File: src/rtl/esm_issue_select.sv
// ESM issue select: holds instructions from the dependency-analysis stage,
// clears dependency bits as producers complete, and issues one ready slot per
// cycle through a registered valid/ready output register.
module esm_issue_select #(
   parameter int unsigned Instr_word_size = 32,
   parameter int unsigned bs              = 16
) (
   input  logic                       clk,
   input  logic                       rst,
   input  logic                       alloc_valid,
   input  logic [$clog2(bs)-1:0]      alloc_index,
   input  logic [Instr_word_size-1:0] alloc_instr,
   input  logic [bs-1:0]              alloc_dep,
   output logic                       alloc_error,
   output logic                       issue_valid,
   input  logic                       issue_ready,
   output logic [Instr_word_size-1:0] issue_instr,
   output logic [$clog2(bs)-1:0]      issue_index,
   input  logic                       complete_valid,
   input  logic [$clog2(bs)-1:0]      complete_index,
   output logic [$clog2(bs):0]        occupancy,
   output logic                       full
);

   localparam int unsigned IW = $clog2(bs);
   localparam int unsigned CW = IW + 1;

   // Slot state
   logic [bs-1:0]              valid_q, valid_d;
   logic [bs-1:0]              issued_q, issued_d;
   logic [Instr_word_size-1:0] instr_q [bs];
   logic [Instr_word_size-1:0] instr_d [bs];
   logic [bs-1:0]              dep_q [bs];
   logic [bs-1:0]              dep_d [bs];

   // Issue register and bookkeeping
   logic [IW-1:0]              rr_ptr_q, rr_ptr_d;
   logic                       issue_valid_q, issue_valid_d;
   logic [Instr_word_size-1:0] issue_instr_q, issue_instr_d;
   logic [IW-1:0]              issue_index_q, issue_index_d;
   logic                       alloc_error_q, alloc_error_d;
   logic [CW-1:0]              occupancy_q, occupancy_d;
   logic                       full_q, full_d;

   logic [bs-1:0]              ready;
   logic                       sel_found;
   logic [IW-1:0]              sel_idx;
   logic [IW-1:0]              cand;
   logic                       load;
   logic                       alloc_ok;
   logic                       comp_ok;
   logic [bs-1:0]              alloc_mask;
   logic [bs-1:0]              comp_mask;

   assign load     = ~issue_valid_q | issue_ready;
   assign alloc_ok = alloc_valid & ~valid_q[alloc_index];
   // Completion only counts for a slot that actually went out to execution.
   assign comp_ok  = complete_valid & valid_q[complete_index] & issued_q[complete_index];

   assign alloc_mask = ~(bs'(1) << alloc_index);
   assign comp_mask  = complete_valid ? ~(bs'(1) << complete_index) : '1;

   // Ready vector from registered state only; same-cycle allocs are not visible.
   always_comb begin
      ready = '0;
      for (int i = 0; i < int'(bs); i++) begin
         ready[i] = valid_q[i] & ~issued_q[i] & (dep_q[i] == '0);
      end
   end

   // Rotating-priority scan starting at rr_ptr, wrapping through IW-bit arithmetic.
   always_comb begin
      sel_found = 1'b0;
      sel_idx   = '0;
      cand      = '0;
      for (int k = 0; k < int'(bs); k++) begin
         cand = rr_ptr_q + IW'(k);
         if (!sel_found && ready[cand]) begin
            sel_found = 1'b1;
            sel_idx   = cand;
         end
      end
   end

   // Slot next-state: complete clears a column and frees a slot, alloc fills an idle slot.
   always_comb begin
      valid_d  = valid_q;
      issued_d = issued_q;
      instr_d  = instr_q;
      dep_d    = dep_q;
      if (comp_ok) begin
         for (int i = 0; i < int'(bs); i++) begin
            dep_d[i][complete_index] = 1'b0;
         end
         valid_d[complete_index]  = 1'b0;
         issued_d[complete_index] = 1'b0;
      end
      // Alloc needs an IDLE slot and complete needs an ISSUED one, so they never collide.
      if (alloc_ok) begin
         valid_d[alloc_index]  = 1'b1;
         issued_d[alloc_index] = 1'b0;
         instr_d[alloc_index]  = alloc_instr;
         dep_d[alloc_index]    = alloc_dep & alloc_mask & comp_mask;
      end
      if (load && sel_found) begin
         issued_d[sel_idx] = 1'b1;
      end
   end

   // Issue register, round-robin pointer, error pulse and counters next-state.
   always_comb begin
      issue_valid_d = issue_valid_q;
      issue_instr_d = issue_instr_q;
      issue_index_d = issue_index_q;
      rr_ptr_d      = rr_ptr_q;
      if (load) begin
         issue_valid_d = sel_found;
         if (sel_found) begin
            issue_instr_d = instr_q[sel_idx];
            issue_index_d = sel_idx;
            rr_ptr_d      = sel_idx + IW'(1);
         end
      end
      alloc_error_d = alloc_valid & valid_q[alloc_index];
      occupancy_d   = occupancy_q + CW'(alloc_ok) - CW'(comp_ok);
      full_d        = (occupancy_d == CW'(bs));
   end

   // State registers with synchronous reset.
   always_ff @(posedge clk) begin
      if (rst) begin
         valid_q       <= '0;
         issued_q      <= '0;
         for (int i = 0; i < int'(bs); i++) begin
            instr_q[i] <= '0;
            dep_q[i]   <= '0;
         end
         rr_ptr_q      <= '0;
         issue_valid_q <= 1'b0;
         issue_instr_q <= '0;
         issue_index_q <= '0;
         alloc_error_q <= 1'b0;
         occupancy_q   <= '0;
         full_q        <= 1'b0;
      end else begin
         valid_q       <= valid_d;
         issued_q      <= issued_d;
         for (int i = 0; i < int'(bs); i++) begin
            instr_q[i] <= instr_d[i];
            dep_q[i]   <= dep_d[i];
         end
         rr_ptr_q      <= rr_ptr_d;
         issue_valid_q <= issue_valid_d;
         issue_instr_q <= issue_instr_d;
         issue_index_q <= issue_index_d;
         alloc_error_q <= alloc_error_d;
         occupancy_q   <= occupancy_d;
         full_q        <= full_d;
      end
   end

   assign alloc_error = alloc_error_q;
   assign issue_valid = issue_valid_q;
   assign issue_instr = issue_instr_q;
   assign issue_index = issue_index_q;
   assign occupancy   = occupancy_q;
   assign full        = full_q;

endmodule

File: config.mk
export PLATFORM = sky130hd
export DESIGN_NAME = esm_issue_select
export DESIGN_NICKNAME = d
export VERILOG_FILES = /design/src/rtl/esm_issue_select.sv
export SDC_FILE = /design/constraint.sdc
export NUM_CORES = 2
export LEC_CHECK = 0
export CORE_ASPECT_RATIO = 0.6
export CORE_MARGIN = 4
export CORE_UTILIZATION = 27
export DETAILED_ROUTE_END_ITERATION = 12
export PLACE_DENSITY = 0.42
export SLEW_MARGIN = 20
export SYNTH_ARGS = -nofsm -noshare
export SYNTH_HDL_FRONTEND = slang
export SYNTH_SLANG_ARGS = --single-unit
File: constraint.sdc
create_clock -name clk -period 12.8 [get_ports clk]
set_input_delay 1.92 -clock clk [delete_from_list [all_inputs] [get_ports clk]]
set_output_delay 1.92 -clock clk [all_outputs]
set_load 0.01 [all_outputs]
==> flow_summary.json <==
{
  "status": "finished clean",
  "synth.yosys.seq_area_share_pct": 41.4,
  "synth_top_cell_by_area": "dfxtp_1",
  "post-route-drc-count": 0,
  "pin_count_of_the_biggest_net_entering_global_routing": 170,
  "pre_cts_slack_ns": 5.14,
  "gp_congestion": 0.957,
  "critPathMostFrequentCell": "buf_4",
  "worst_min_path_class": "flop to flop",
  "syn_area_mm2": 0.0410,
  "dieHeight_um": 310,
  "io_buffer_count": 104,
  "crit_path_end_kind": "flop",
  "worst-endpoint-arrival_ns": 8.42,
  "postCtsSetupBuffers": 0,
  "final_critical_path_setup_slack_ns": 5.02,
  "timing_max_transition_violations_final": 0,
  "ys_dominant_reg_cell": "dfxtp_1",
  "die-area_mm2": 0.158,
  "routed_via_density": 5.54,
  "layout_area_overhead_pct": 13.9,
  "grt_antenna_before_repair": 23,
  "timing.critical_path.from_type": "flop",
  "drive_above_1_share_pct": 8.40,
  "placementRows": 110,
  "max_slew_margin_pct": 21.5,
  "wl_per_cell_um": 27.5,
  "layout_min_cycle_time_ns": 7.78,
  "cellPowerDensity_mw_per_mm2": 312,
  "dpl.hpwl_um": 125000,
  "first_iter_violations": 4816,
  "tightestPinTransition_ns": 1.18,
  "power_mw": 14.6,
  "post_cts_resized": 0,
  "cp_top_family": "compound AO/OA/AOI/OAI gates",
  "slowest_stage_cell_cp": "nand2_1",
  "initial_utilization_pct": 27.2,
  "post_synth.cell_area_avg_um2": 7.57,
  "worst_ep_required_time_ns": 13.43,
  "grt_first_pass_wirelength_um": 286000,
  "timing.critical_path.cells": "buf_4 > inv_2 > ha_1 > buf_4 > inv_1 > buf_4 > nand2_1 > nor3_1 > a2111oi_0 > o22ai_1 > a211oi_1 > nand4_1 > o211a_1 > o32ai_4 > and2_4 > buf_4 > nand2_1 > o22ai_1 > nor3_1 > o21a_1 > a211oi_2",
  "postSynthRegisterBits": 848,
  "hold_slack_ns": 0.450,
  "net-switching-power_mw": 7.86,
  "sequentialPowerShare_pct": 19.4,
  "totalWireLength_um": 202000,
  "first_global_vias": 37100,
  "internal_power_mw": 6.71,
  "count_of_flip_flops_with_a_built_in_enable_after_synthesis": 0,
  "clk_latency_ns": 0.72,
  "cts_max_level": 3,
  "syn-num-nets": 5490,
  "die_x_um": 511,
  "critical-path-max-stage-delay_ns": 0.82,
  "synth_cell_type_count": 111,
  "core_region_area_mm2": 0.150,
  "clockBufferDepth": 3,
  "post-synth-top-count-cell": "nand2_1",
  "cts_hold_buf": 0,
  "critical_path_peak_fanout": 34,
  "timing.clock.skew_ns": 0.0509,
  "fmax_mhz": 129,
  "sw_frac_of_total_pct": 53.9,
  "tritoncts": "built",
  "antenna_violating_nets_remaining": 0,
  "cts_made_buffers": 89,
  "critical_path_class": "flop to flop",
  "p_leak_nw": 15.9,
  "synth_top_cells_by_count": "nand2_1 (1309), dfxtp_1 (848), a21oi_1 (678), nor2_1 (634), clkbuf_1 (392)",
  "drt-pass1-iter-count": 7,
  "tns_ns": 0,
  "pwr-share-comb_pct": 62.6,
  "post_layout_nonfiller_instances": 7336,
  "warnings_synthesis": 0,
  "reg_clk_slew_reported_paths_ns": 0.06,
  "power.clock.fraction_pct": 18.0,
  "globalRouteOverflowTotal": 0,
  "cts_root_buf": "clkbuf_16",
  "nets": 5320,
  "hold_violations": 0,
  "placed_cells": 7166,
  "synthesis.instances": 5412,
  "unrepaired_setup_endpoints_after_global_routing": "no",
  "cap_viol_max_count": 0,
  "worst-path-buf-inv": 6,
  "synth.area.top_cells": "dfxtp_1 (41%), nand2_1 (12%), a21oi_1 (8.3%), nor2_1 (5.8%), a31oi_1 (4.1%)",
  "clock-sinks": 848,
  "grt_util_all_layers_pct": 24.5,
  "period_share_pct": 60.8,
  "vias": 40700,
  "io_pins": 105,
  "synth_async_sr_flop_share_pct": 0,
  "vdd_ir_drop_max_v": 0.00111,
  "post-synth-top-area-fraction_pct": 41.4,
  "setup_viol": 0
}
[registers in the layout, indices dropped and copies added, names as in the netlist]
signal       count
instr_q        512
valid_q         16
issue_index      4
issued_q        16
issue_valid      1
dep_q          256
occupancy        5
alloc_error      1
full             1
issue_instr     32
rr_ptr_q         4
[routing by layer]
| layer | wire length (um) | track usage, % | vias to the layer above |
|---|---|---|---|
| met2 | 76300 | 32.5 | 1840 |
| met4 | 3290 | 4.49 | 8 |
| met5 | 96 | 0.379 | - |
| met3 | 21200 | 7.28 | 217 |
| met1 | 101000 | 38.3 | 20000 |
| li1 | - | - | 18600 |
[tightest hold or removal path: stages (launching register included)]
cell and delay (ns):
dfxtp_1 0.31, nand2_1 0.05, a21oi_1 0.05
[area by class of cell]
type	count	area [um2]
Inverter	28	106
Antenna cell	9	22.5
Timing Repair Buffer	227	2010
Multi-Input combinational cell	4048	22200
Sequential cell	848	17000
Tap cell	2016	2520
Fill cell	16000	104000
Clock inverter	22	205
Clock buffer	138	2640
[stage by stage]
| stage | util, % | area, um2 |
|---|---|---|
| 2_1_floorplan | - | 41000 |
| 3_3_place_gp | 29.1 | 43800 |
| 3_5_place_dp | 29.1 | 43800 |
| 4_1_cts | 31.0 | 46600 |
| 5_1_grt | 31.0 | 46700 |
| 6_report | 31.0 | 46700 |
[power by group through the flow]
stage | logic, mW | clock network (mW) | registers [mW]
after detailed placement | 8.89 | 0 | 2.90
final | 9.12 | 2.62 | 2.83
after floorplan | 5.72 | 0 | 2.86
after CTS | 8.92 | 2.67 | 2.84
after global placement | 8.95 | 0 | 2.90
after global routing | 9.54 | 2.78 | 2.84
[kinds of logic (layout without fill, tap and decap cells)]
kind of cell             after synthesis  after routing  synth area share (%)
AO/OA/AOI/OAI                       1410           1410                  21.3
XOR/XNOR                              20             20                 0.482
adder cells (fa/ha/maj)               17             17                 0.537
buffers and inverters                516            415                  5.28
flip-flops                           848            848                  41.4
multiplexers                         185            185                  5.74
other                                  0              9                     0
AND/OR/NAND/NOR                     2416           2416                  25.3
[worst paths after layout]
| kind | from | end | slack, ns | cells past startpoint |
|---|---|---|---|---|
| worst min-delay path | instr_q[486] | instr_q[486] | 0.45 | 2 |
| worst min register to register | instr_q[486] | instr_q[486] | 0.45 | 2 |
| worst max-delay path | rr_ptr_q[2] | issue_instr[28] | 5.02 | 21 |
| worst max register to register | rr_ptr_q[2] | issue_instr[28] | 5.02 | 21 |
[cell usage in the layout (no fill, tap or decap), types with 13 or more instances in the layout]
master,Yosys,layout
inv_1,21,21
o221ai_1,45,42
o32ai_1,16,16
o211ai_1,22,22
nor4_1,61,60
o21ai_0,69,69
nand2b_1,18,18
mux2_2,16,16
clkbuf_1,392,26
nor2_1,634,618
nor2_4,1,17
mux2i_1,127,127
nor3_1,60,60
nand3_1,174,169
ha_1,16,16
mux4_2,38,38
buf_4,16,119
a221oi_1,24,24
clkbuf_8,0,23
a211oi_1,45,45
clkinv_2,0,16
and4b_1,16,16
a21o_1,23,23
dfxtp_1,848,846
a21oi_1,678,678
nand2_1,1309,1295
and2_1,35,35
a221o_1,13,13
o21ai_1,22,21
a31oi_1,266,266
clkbuf_16,0,89
clkdlybuf4s50_1,0,103
o22ai_1,49,49
Power figures use the tool's default switching activity.
